File: config.mk
export PLATFORM = sky130hd
export DESIGN_NAME = fetch_unit_flat
export DESIGN_NICKNAME = d
export VERILOG_FILES = /design/src/rtl/fetch_unit_if.sv /design/src/rtl/fetch_unit.sv /design/src/flat_wrapper.sv
export SDC_FILE = /design/constraint.sdc
export NUM_CORES = 1
export LEC_CHECK = 0
export BUFFER_PORTS_ARGS = -buffer_cell sky130_fd_sc_hd__buf_2
export CORE_MARGIN = 5
export CORE_UTILIZATION = 51
export DETAILED_ROUTE_END_ITERATION = 10
export PLACE_DENSITY = 0.8
export SLEW_MARGIN = 20
export SYNTH_ARGS = -nofsm -noshare
export SYNTH_HDL_FRONTEND = slang
export SYNTH_SLANG_ARGS = --single-unit
File: constraint.sdc
create_clock -name clk -period 2.54 [get_ports clk]
set_input_delay 0.254 -clock clk [delete_from_list [all_inputs] [get_ports clk]]
set_output_delay 0.254 -clock clk [all_outputs]
set_load 0.01 [all_outputs]
File: src/rtl/fetch_unit_if.sv
// Fetch-stage bundle: instruction-memory handshake, redirect input and the
// output register presented to decode.
interface fetch_unit_if #(
  parameter int ADDR_W = 32
);
  logic              imem_req;
  logic [ADDR_W-1:0] imem_addr;
  logic              imem_ready;
  logic              imem_rvalid;
  logic [31:0]       imem_rdata;
  logic              redirect_valid;
  logic [ADDR_W-1:0] redirect_pc;
  logic              if_valid;
  logic              if_ready;
  logic [31:0]       if_instr;
  logic [ADDR_W-1:0] if_pc;
  logic [5:0]        if_opcode;
  logic              halted;

  modport master (
    output imem_req, imem_addr, if_valid, if_instr, if_pc, if_opcode, halted,
    input  imem_ready, imem_rvalid, imem_rdata, redirect_valid, redirect_pc, if_ready
  );

  modport slave (
    input  imem_req, imem_addr, if_valid, if_instr, if_pc, if_opcode, halted,
    output imem_ready, imem_rvalid, imem_rdata, redirect_valid, redirect_pc, if_ready
  );
endinterface

File: src/rtl/fetch_unit.sv
// SimpleRisc instruction fetch: PC, single-outstanding imem request, one-entry
// output register to decode, redirect flush and hlt detection.
//
// state       | meaning
// ------------+-------------------------------------------------------
// S_FETCH     | nothing outstanding, may issue a request
// S_WAIT      | one request outstanding, response will be delivered
// S_WAIT_DROP | one request outstanding, response will be discarded
// S_HALT      | hlt delivered, no requests until redirect or reset
module fetch_unit #(
  parameter int                ADDR_W   = 32,
  parameter logic [ADDR_W-1:0] RESET_PC = '0
) (
  input logic         clk,
  input logic         rst_n,
  fetch_unit_if.master bus
);

  typedef enum logic [1:0] {
    S_FETCH     = 2'd0,
    S_WAIT      = 2'd1,
    S_WAIT_DROP = 2'd2,
    S_HALT      = 2'd3
  } state_t;

  state_t            state_q, state_d;
  logic [ADDR_W-1:0] pc_q;
  logic [ADDR_W-1:0] req_pc_q;
  logic              if_valid_q;
  logic [31:0]       if_instr_q;
  logic [ADDR_W-1:0] if_pc_q;

  logic outstanding;
  logic req;
  logic accept;
  logic deliver;
  logic is_hlt;

  assign accept  = req && bus.imem_ready;
  assign is_hlt  = (bus.imem_rdata[31:27] == 5'b11111);
  assign deliver = bus.imem_rvalid && (state_q == S_WAIT) && !bus.redirect_valid;

  always_ff @(posedge clk or negedge rst_n) begin
    if (!rst_n) state_q <= S_FETCH;
    else        state_q <= state_d;
  end

  always_comb begin
    state_d = state_q;
    if (bus.redirect_valid) begin
      // A request still in flight at redirect time must have its response swallowed.
      state_d = (outstanding && !bus.imem_rvalid) ? S_WAIT_DROP : S_FETCH;
    end else begin
      case (state_q)
        S_FETCH:     if (accept)          state_d = S_WAIT;
        S_WAIT:      if (bus.imem_rvalid) state_d = is_hlt ? S_HALT : S_FETCH;
        S_WAIT_DROP: if (bus.imem_rvalid) state_d = S_FETCH;
        S_HALT:                           state_d = S_HALT;
        default:                          state_d = S_FETCH;
      endcase
    end
  end

  always_comb begin
    outstanding = (state_q == S_WAIT) || (state_q == S_WAIT_DROP);
    // rst_n term keeps the request low while reset is asserted.
    req = rst_n && (state_q == S_FETCH) && !bus.redirect_valid &&
          (!if_valid_q || bus.if_ready);
  end

  always_ff @(posedge clk or negedge rst_n) begin
    if (!rst_n) begin
      pc_q       <= RESET_PC;
      req_pc_q   <= '0;
      if_valid_q <= 1'b0;
      if_instr_q <= '0;
      if_pc_q    <= '0;
    end else begin
      if (bus.redirect_valid) begin
        pc_q <= bus.redirect_pc & ~ADDR_W'(3);
      end else if (accept) begin
        pc_q <= pc_q + ADDR_W'(4);
      end

      if (accept) req_pc_q <= pc_q;

      if (bus.redirect_valid) begin
        if_valid_q <= 1'b0;
      end else if (deliver) begin
        if_valid_q <= 1'b1;
      end else if (bus.if_ready) begin
        if_valid_q <= 1'b0;
      end

      if (deliver) begin
        if_instr_q <= bus.imem_rdata;
        if_pc_q    <= req_pc_q;
      end
    end
  end

  assign bus.imem_req  = req;
  assign bus.imem_addr = pc_q;
  assign bus.if_valid  = if_valid_q;
  assign bus.if_instr  = if_instr_q;
  assign bus.if_pc     = if_pc_q;
  assign bus.if_opcode = if_instr_q[31:26];
  assign bus.halted    = (state_q == S_HALT);

endmodule

File: src/flat_wrapper.sv
// flat-port wrapper written by rule: the top's interface ports become plain ports
module fetch_unit_flat 
#(
  parameter int                ADDR_W   = 32,
  parameter logic [ADDR_W-1:0] RESET_PC = '0
)
  (clk, rst_n, bus_imem_req, bus_imem_addr, bus_if_valid, bus_if_instr, bus_if_pc, bus_if_opcode, bus_halted, bus_imem_ready, bus_imem_rvalid, bus_imem_rdata, bus_redirect_valid, bus_redirect_pc, bus_if_ready);
  fetch_unit_if #(.ADDR_W(ADDR_W)) bus_i ();
  input logic clk;
  input logic rst_n;
  output wire logic [$bits(bus_i.imem_req)-1:0] bus_imem_req;
  output wire logic [$bits(bus_i.imem_addr)-1:0] bus_imem_addr;
  output wire logic [$bits(bus_i.if_valid)-1:0] bus_if_valid;
  output wire logic [$bits(bus_i.if_instr)-1:0] bus_if_instr;
  output wire logic [$bits(bus_i.if_pc)-1:0] bus_if_pc;
  output wire logic [$bits(bus_i.if_opcode)-1:0] bus_if_opcode;
  output wire logic [$bits(bus_i.halted)-1:0] bus_halted;
  input wire logic [$bits(bus_i.imem_ready)-1:0] bus_imem_ready;
  input wire logic [$bits(bus_i.imem_rvalid)-1:0] bus_imem_rvalid;
  input wire logic [$bits(bus_i.imem_rdata)-1:0] bus_imem_rdata;
  input wire logic [$bits(bus_i.redirect_valid)-1:0] bus_redirect_valid;
  input wire logic [$bits(bus_i.redirect_pc)-1:0] bus_redirect_pc;
  input wire logic [$bits(bus_i.if_ready)-1:0] bus_if_ready;
  assign bus_imem_req = bus_i.imem_req;
  assign bus_imem_addr = bus_i.imem_addr;
  assign bus_if_valid = bus_i.if_valid;
  assign bus_if_instr = bus_i.if_instr;
  assign bus_if_pc = bus_i.if_pc;
  assign bus_if_opcode = bus_i.if_opcode;
  assign bus_halted = bus_i.halted;
  assign bus_i.imem_ready = bus_imem_ready;
  assign bus_i.imem_rvalid = bus_imem_rvalid;
  assign bus_i.imem_rdata = bus_imem_rdata;
  assign bus_i.redirect_valid = bus_redirect_valid;
  assign bus_i.redirect_pc = bus_redirect_pc;
  assign bus_i.if_ready = bus_if_ready;
  fetch_unit #(.ADDR_W(ADDR_W), .RESET_PC(RESET_PC)) u_core (.clk(clk), .rst_n(rst_n), .bus(bus_i));
endmodule
# Word level (Yosys, flattened, before mapping)
# Cells that the tools add are included.
[word_totals] regBits=131 output_inout_bits=105 wordCells=42
[classes] n_addsub=1 muxes=12 n_reduce_logical=16 n_eq_ne=7
[op_table] op="2-to-1 mux 32 bit" n=2
[op_table] op="adder 32 x 3 -> 32 bit (second input constant)" n=1
[op_table] op="2-to-1 mux 2 bit" n=6
[op_table] op="case mux 2 bit (4 select lines)" n=1
[op_table] op="logical AND 1 bit" n=7
[op_table] op="!= test 3 bit (second input constant)" n=2
[op_table] op="equality test 5 bit (second input constant)" n=1
[op_table] op="equality test 2 bit (second input constant)" n=2
[op_table] op="zero test 1 bit" n=3
[op_table] op="2-to-1 mux 1 bit" n=3
[op_table] op="!= test 3 x 2 -> 1 bit (second input constant)" n=1
[op_table] op="AND reduction 3 bit" n=1
[op_table] op="nonzero test 3 bit" n=1
[op_table] op="equality test 2 x 1 -> 1 bit (second input constant)" n=1
[op_table] op="zero test 2 bit" n=1
[op_table] op="logical OR 1 bit" n=2
[op_table] op="nonzero test 2 bit" n=1

# Depth between registers and ports, before layout
[logic_depth] word_depth=8 depth_mapped=9

# Worst setup path before layout
# Ideal clock, no wire load.
[synth_timing] path_kind="register -> register" start="register u_core.state_q[0]" end="register u_core.pc_q[15] (netlist: u_core.bus.imem_addr[15])" path_stages_with_launch=10 setup_slack_ns=0.619 arrival_ns=1.786 period_less_slack_ns=1.921 setup_time_ns=0.136 cell_sequence="dfrtp_1 > inv_1 > ha_1 > nor2b_1 > and4_1 > buf_2 > buf_2 > nand4_1 > nand3b_1 > o211ai_1"
[synth_between] elab_chain_len=6
[synth_lines] item="start, declared" line="fetch_unit.sv:26" source="state_t state_q, state_d;"
[synth_lines] item="start signal, assigned" line="fetch_unit.sv:45" source="else state_q <= state_d;"
[synth_lines] item="zero test 2 bit" line="fetch_unit.sv:67" source="req = rst_n && (state_q == S_FETCH) && !bus.redirect_valid &&"
[synth_lines] item="logical AND 1 bit (3 in a row)" line="fetch_unit.sv:67"
[synth_lines] item="logical AND 1 bit" line="fetch_unit.sv:39" source="assign accept = req && bus.imem_ready;"
[synth_lines] item="nonzero test 2 bit (no line)"
[synth_lines] item="end signal, assigned" line="fetch_unit.sv:80" source="pc_q <= bus.redirect_pc & ~ADDR_W'(3);"
[synth_lines] item="end signal, assigned" line="fetch_unit.sv:82" source="pc_q <= pc_q + ADDR_W'(4);"
[synth_lines] item="end, declared" line="fetch_unit.sv:27" source="logic [ADDR_W-1:0] pc_q;"
# Every way passes these cells.
# A chain may end at the register's enable or synchronous reset.

# Worst setup path in the final report
[layout_timing] start="register u_core.state_q[0]" end="register u_core.pc_q[18] (netlist: u_core.bus.imem_addr[18])"
# The elaborated chain is that of the path after synthesis.

==> flow_summary_export.csv <==
group,metric,value,unit
route,detailedRoute.firstPassIterationCount,8,
synthesis,yosysWarningCount,0,
timing,final.min_clock_period,2.35,ns
critical_path,crit_path_max_fanout,14,
die,die_h,114,um
timing,timing.slew.headroom,56.8,%
critical_path,worst_setup_path_start_kind,"flip-flop",
synthesis,synthCells,512,
global_routing,via_count_of_the_first_global_routing_pass,5208,
place,finalWeightedCongestion,0.787,
die,die_area,13100,um2
power_and_ir_drop,vdd_drop_max,0.000512,V
synthesis,syn_avg_cell_area,10.8,um2
die,number_of_top_level_pins,175,
final_layout,multi_input_comb_area,2230,um2
final_layout,final_layout_size_suffix_gt1_share,37.3,%
synthesis,synth_top_area_cell,"sky130_fd_sc_hd__dfrtp_1",
clocking,tritoncts,"yes",
critical_path,worst-endpoint-arrival,2.71,ns
synthesis,netlist_area,5540,um2
route,route.detailed.vias_per_inst,5.54,
route,wire_per_inst,18.4,um
global_routing,grt_pass1_wl,26.5,mm
route,detailroute.via_count,4923,
outcome,status,"finished, final reports clean",
critical_path,path_class,"flip-flop to flip-flop",
timing,tns,0,ns
clocking,ctsLongestPathBuffers,2,
timing,grt_setup_unrepaired,"false",
timing,slew_violations,0,
die,row_count,38,
place,hpwlAfterDp,9.89,mm
synthesis,postSynth.topFlopCell,"sky130_fd_sc_hd__dfrtp_1",
final_layout,number_of_inserted_diodes,0,
critical_path,required,2.90,ns
route,finalWirelength,16.3,mm
synthesis,yosysTopAreaCellShare,56.4,%
clocking,tritoncts_num_sinks,125,
critical_path,cp-end-kind,"flip-flop",
global_routing,gr-usage-all-layers,26.1,%
global_routing,overflow,0,
power_and_ir_drop,pwr_density_cell,996,nW/um2
final_layout,n_fill_cell,726,
die,initial_core_util,51.6,%
final_layout,area.sequential,3130,um2
final_layout,area_growth,38.1,%
synthesis,seq_area_frac_synth,56.4,%
timing,tightestPinTransition,0.648,ns
timing,setup_violations,0,
clocking,cts_max_level,4,
die,core_area,10700,um2
clocking,clkLatencyLatePin,0.52,ns
flow_run,count_of_max_cap_constraint_violations,0,
power_and_ir_drop,power_leakage,0.00389,uW
route,first_iter_violations,499,
global_routing,antenna_found_initial,0,
timing,hold_viol,0,
global_routing,grt_start_max_net_pins,114,
timing,min_period_over_period,92.7,%
die,die-width,114,um
synthesis,synth.ff_latch_count,125,
place,placement.cell_area,6500,um2
timing,clock.fmax,425,MHz
clocking,cts.root.buffer_cell,"sky130_fd_sc_hd__clkbuf_8",
clocking,cts_buffers,17,
place,port-buffer-count,168,
clocking,clkSlewWorstSetupHoldPaths,0.05,ns
synthesis,synth.area.top_cells,"sky130_fd_sc_hd__dfrtp_1, sky130_fd_sc_hd__mux2_2, sky130_fd_sc_hd__nand2_1",
worst_hold_path,min_path_type,"primary input to flip-flop",
final_layout,stdcell_area,7650,um2
final_layout,finalNetCount,814,
route,detail_route.drc_violations,0,
timing,clock-skew-final,0.00751,ns
synthesis,post_synth_num_cell_types,46,
synthesis,async_reset_ff_share,100,%
route,antenna_violating_nets_post_route,0,
synthesis,synth_enable_flop_cells,0,
-- worst paths after layout --
| kind | start | endpoint | slack, ns | depth (start not counted) |
|---|---|---|---|---|
| max in group asynchronous | rst_n | u_core.bus.if_pc[15]$_DFFE_PN0P_ | 1.45 | 3 |
| worst max register to register | u_core.state_q[0]$_DFFE_PN0P_ | u_core.bus.imem_addr[18]$_DFFE_PN0P_ | 0.19 | 8 |
| worst min-delay path | bus_redirect_pc[18] | u_core.bus.imem_addr[18]$_DFFE_PN0P_ | 0.03 | 3 |
| worst min register to register | u_core.req_pc_q[11]$_DFFE_PN0P_ | u_core.req_pc_q[11]$_DFFE_PN0P_ | 0.47 | 2 |
| min in group asynchronous | rst_n | u_core.state_q[1]$_DFFE_PN0P_ | 0.21 | 2 |
| worst max-delay path | u_core.state_q[0]$_DFFE_PN0P_ | u_core.bus.imem_addr[18]$_DFFE_PN0P_ | 0.19 | 8 |
-- power by group --
group | switching, uW | total (uW) | internal [uW] | leakage (uW)
logic | 1090 | 2140 | 1050 | 0.00205
registers | 486 | 3240 | 2760 | 0.00158
clock network | 826 | 2250 | 1420 | 0.000258
-- per-stage QoR --
| step | setup WS (ns) | utilization, % | total power (uW) | instances | hold WS (ns) |
|---|---|---|---|---|---|
| 2_1_floorplan | 0.619 | - | 4370 | 515 | -0.0416 |
| 3_3_place_gp | 0.326 | 60.5 | 5120 | 799 | 0.0957 |
| 3_5_place_dp | 0.210 | 60.5 | 5260 | 799 | 0.103 |
| 4_1_cts | 0.123 | 71.2 | 7610 | 888 | 0.0136 |
| 5_1_grt | 0.0411 | 71.2 | 8070 | 888 | 0.0190 |
| 6_report | 0.186 | 71.2 | 7630 | 888 | 0.0323 |
-- critical path: stages (launching register included) --
cell and delay [ns]:
sky130_fd_sc_hd__dfrtp_1 0.43, sky130_fd_sc_hd__inv_1 0.11, sky130_fd_sc_hd__ha_1 0.21, sky130_fd_sc_hd__nor2b_1 0.26
sky130_fd_sc_hd__and4_4 0.40, sky130_fd_sc_hd__buf_4 0.25, sky130_fd_sc_hd__nand2_1 0.14, sky130_fd_sc_hd__o21ai_0 0.22
sky130_fd_sc_hd__o311ai_0 0.18
-- routing by layer --
metal / global-route usage, % / part of all wire (%) / vias to the layer above
met5: 0 / 0 / -
met4: 14.3 / 4.5 / 0
met2: 44.7 / 53 / 259
met3: 6.87 / 7.0 / 61
li1: - / - / 2221
met1: 29.7 / 36 / 2382
-- synth_stat cells, types with 2 or more instances --
| cell type | number |
|---|---|
| sky130_fd_sc_hd__dfrtp_1 | 125 |
| sky130_fd_sc_hd__nand2_1 | 119 |
| sky130_fd_sc_hd__mux2_2 | 62 |
| sky130_fd_sc_hd__nand3_1 | 26 |
| sky130_fd_sc_hd__nor2_1 | 21 |
| sky130_fd_sc_hd__o21ai_0 | 21 |
| sky130_fd_sc_hd__clkbuf_1 | 13 |
| sky130_fd_sc_hd__buf_4 | 11 |
| sky130_fd_sc_hd__a21oi_1 | 8 |
| sky130_fd_sc_hd__nand4_1 | 8 |
| sky130_fd_sc_hd__buf_1 | 6 |
| sky130_fd_sc_hd__buf_2 | 6 |
| sky130_fd_sc_hd__inv_1 | 6 |
| sky130_fd_sc_hd__nor2b_1 | 6 |
| sky130_fd_sc_hd__o211ai_1 | 6 |
| sky130_fd_sc_hd__a221o_1 | 5 |
| sky130_fd_sc_hd__and3_1 | 5 |
| sky130_fd_sc_hd__ha_1 | 5 |
| sky130_fd_sc_hd__nand3b_1 | 5 |
| sky130_fd_sc_hd__o311ai_0 | 5 |
| sky130_fd_sc_hd__or3_1 | 5 |
| sky130_fd_sc_hd__nand4_2 | 4 |
| sky130_fd_sc_hd__a22oi_1 | 3 |
| sky130_fd_sc_hd__nand2b_1 | 3 |
| sky130_fd_sc_hd__nor3_1 | 3 |
| sky130_fd_sc_hd__a21o_1 | 2 |
| sky130_fd_sc_hd__a32oi_1 | 2 |
| sky130_fd_sc_hd__nor3b_1 | 2 |
| sky130_fd_sc_hd__nor4_1 | 2 |
-- cell families after synthesis --
logic type	count (synthesis)	share of synthesized area, %
other	1	0.0677
multiplexers	63	12.8
XOR/XNOR	1	0.158
AO/OA/AOI/OAI	57	6.84
buffers and inverters	42	3.73
flip-flops	125	56.4
AND/OR/NAND/NOR	218	18.9
adder cells (fa/ha/maj)	5	1.13
-- final cells by class --
class	instances	share of cell area (%)
Sequential cell	125	40.9
Multi-Input combinational cell	348	29.1
Timing Repair Buffer	241	20.4
Clock buffer	21	5.87
Tap cell	140	2.29
Clock inverter	7	1.21
Inverter	6	0.294
-- what timing repair did --
| item | in CTS | in global routing |
|---|---|---|
| endpoints found under the setup margin | 0 | 2 |
| hold buffers | 61 | 0 |
| buffers inserted | 0 | 0 |
| hold endpoints to repair | 117 | 0 |
| gates resized for setup | 0 | 1 |
-- placed cells by master (no fill, tap or decap), drive strengths merged, types with 6 or more instances in the layout --
| cell type | netlist | layout |
|---|---|---|
| dfrtp | 125 | 125 |
| nand2 | 119 | 119 |
| buf | 23 | 180 |
| o211ai | 6 | 6 |
| dlygate4sd3 | 0 | 61 |
| o21ai | 21 | 21 |
| a21oi | 8 | 8 |
| inv | 6 | 6 |
| nand3 | 26 | 26 |
| nand4 | 12 | 12 |
| or3 | 6 | 6 |
| mux2 | 62 | 62 |
| nor2b | 6 | 6 |
| nor2 | 21 | 21 |
| clkbuf | 13 | 21 |
-- state kept, by name, summed over array words and instances, names as in the netlist --
register / cells
u_core.bus.if_instr: 32
u_core.bus.imem_addr: 30
u_core.bus.if_valid: 1
u_core.bus.if_pc: 30
u_core.state_q: 2
u_core.req_pc_q: 30
Note: power is estimated with default switching activity, not from simulation.
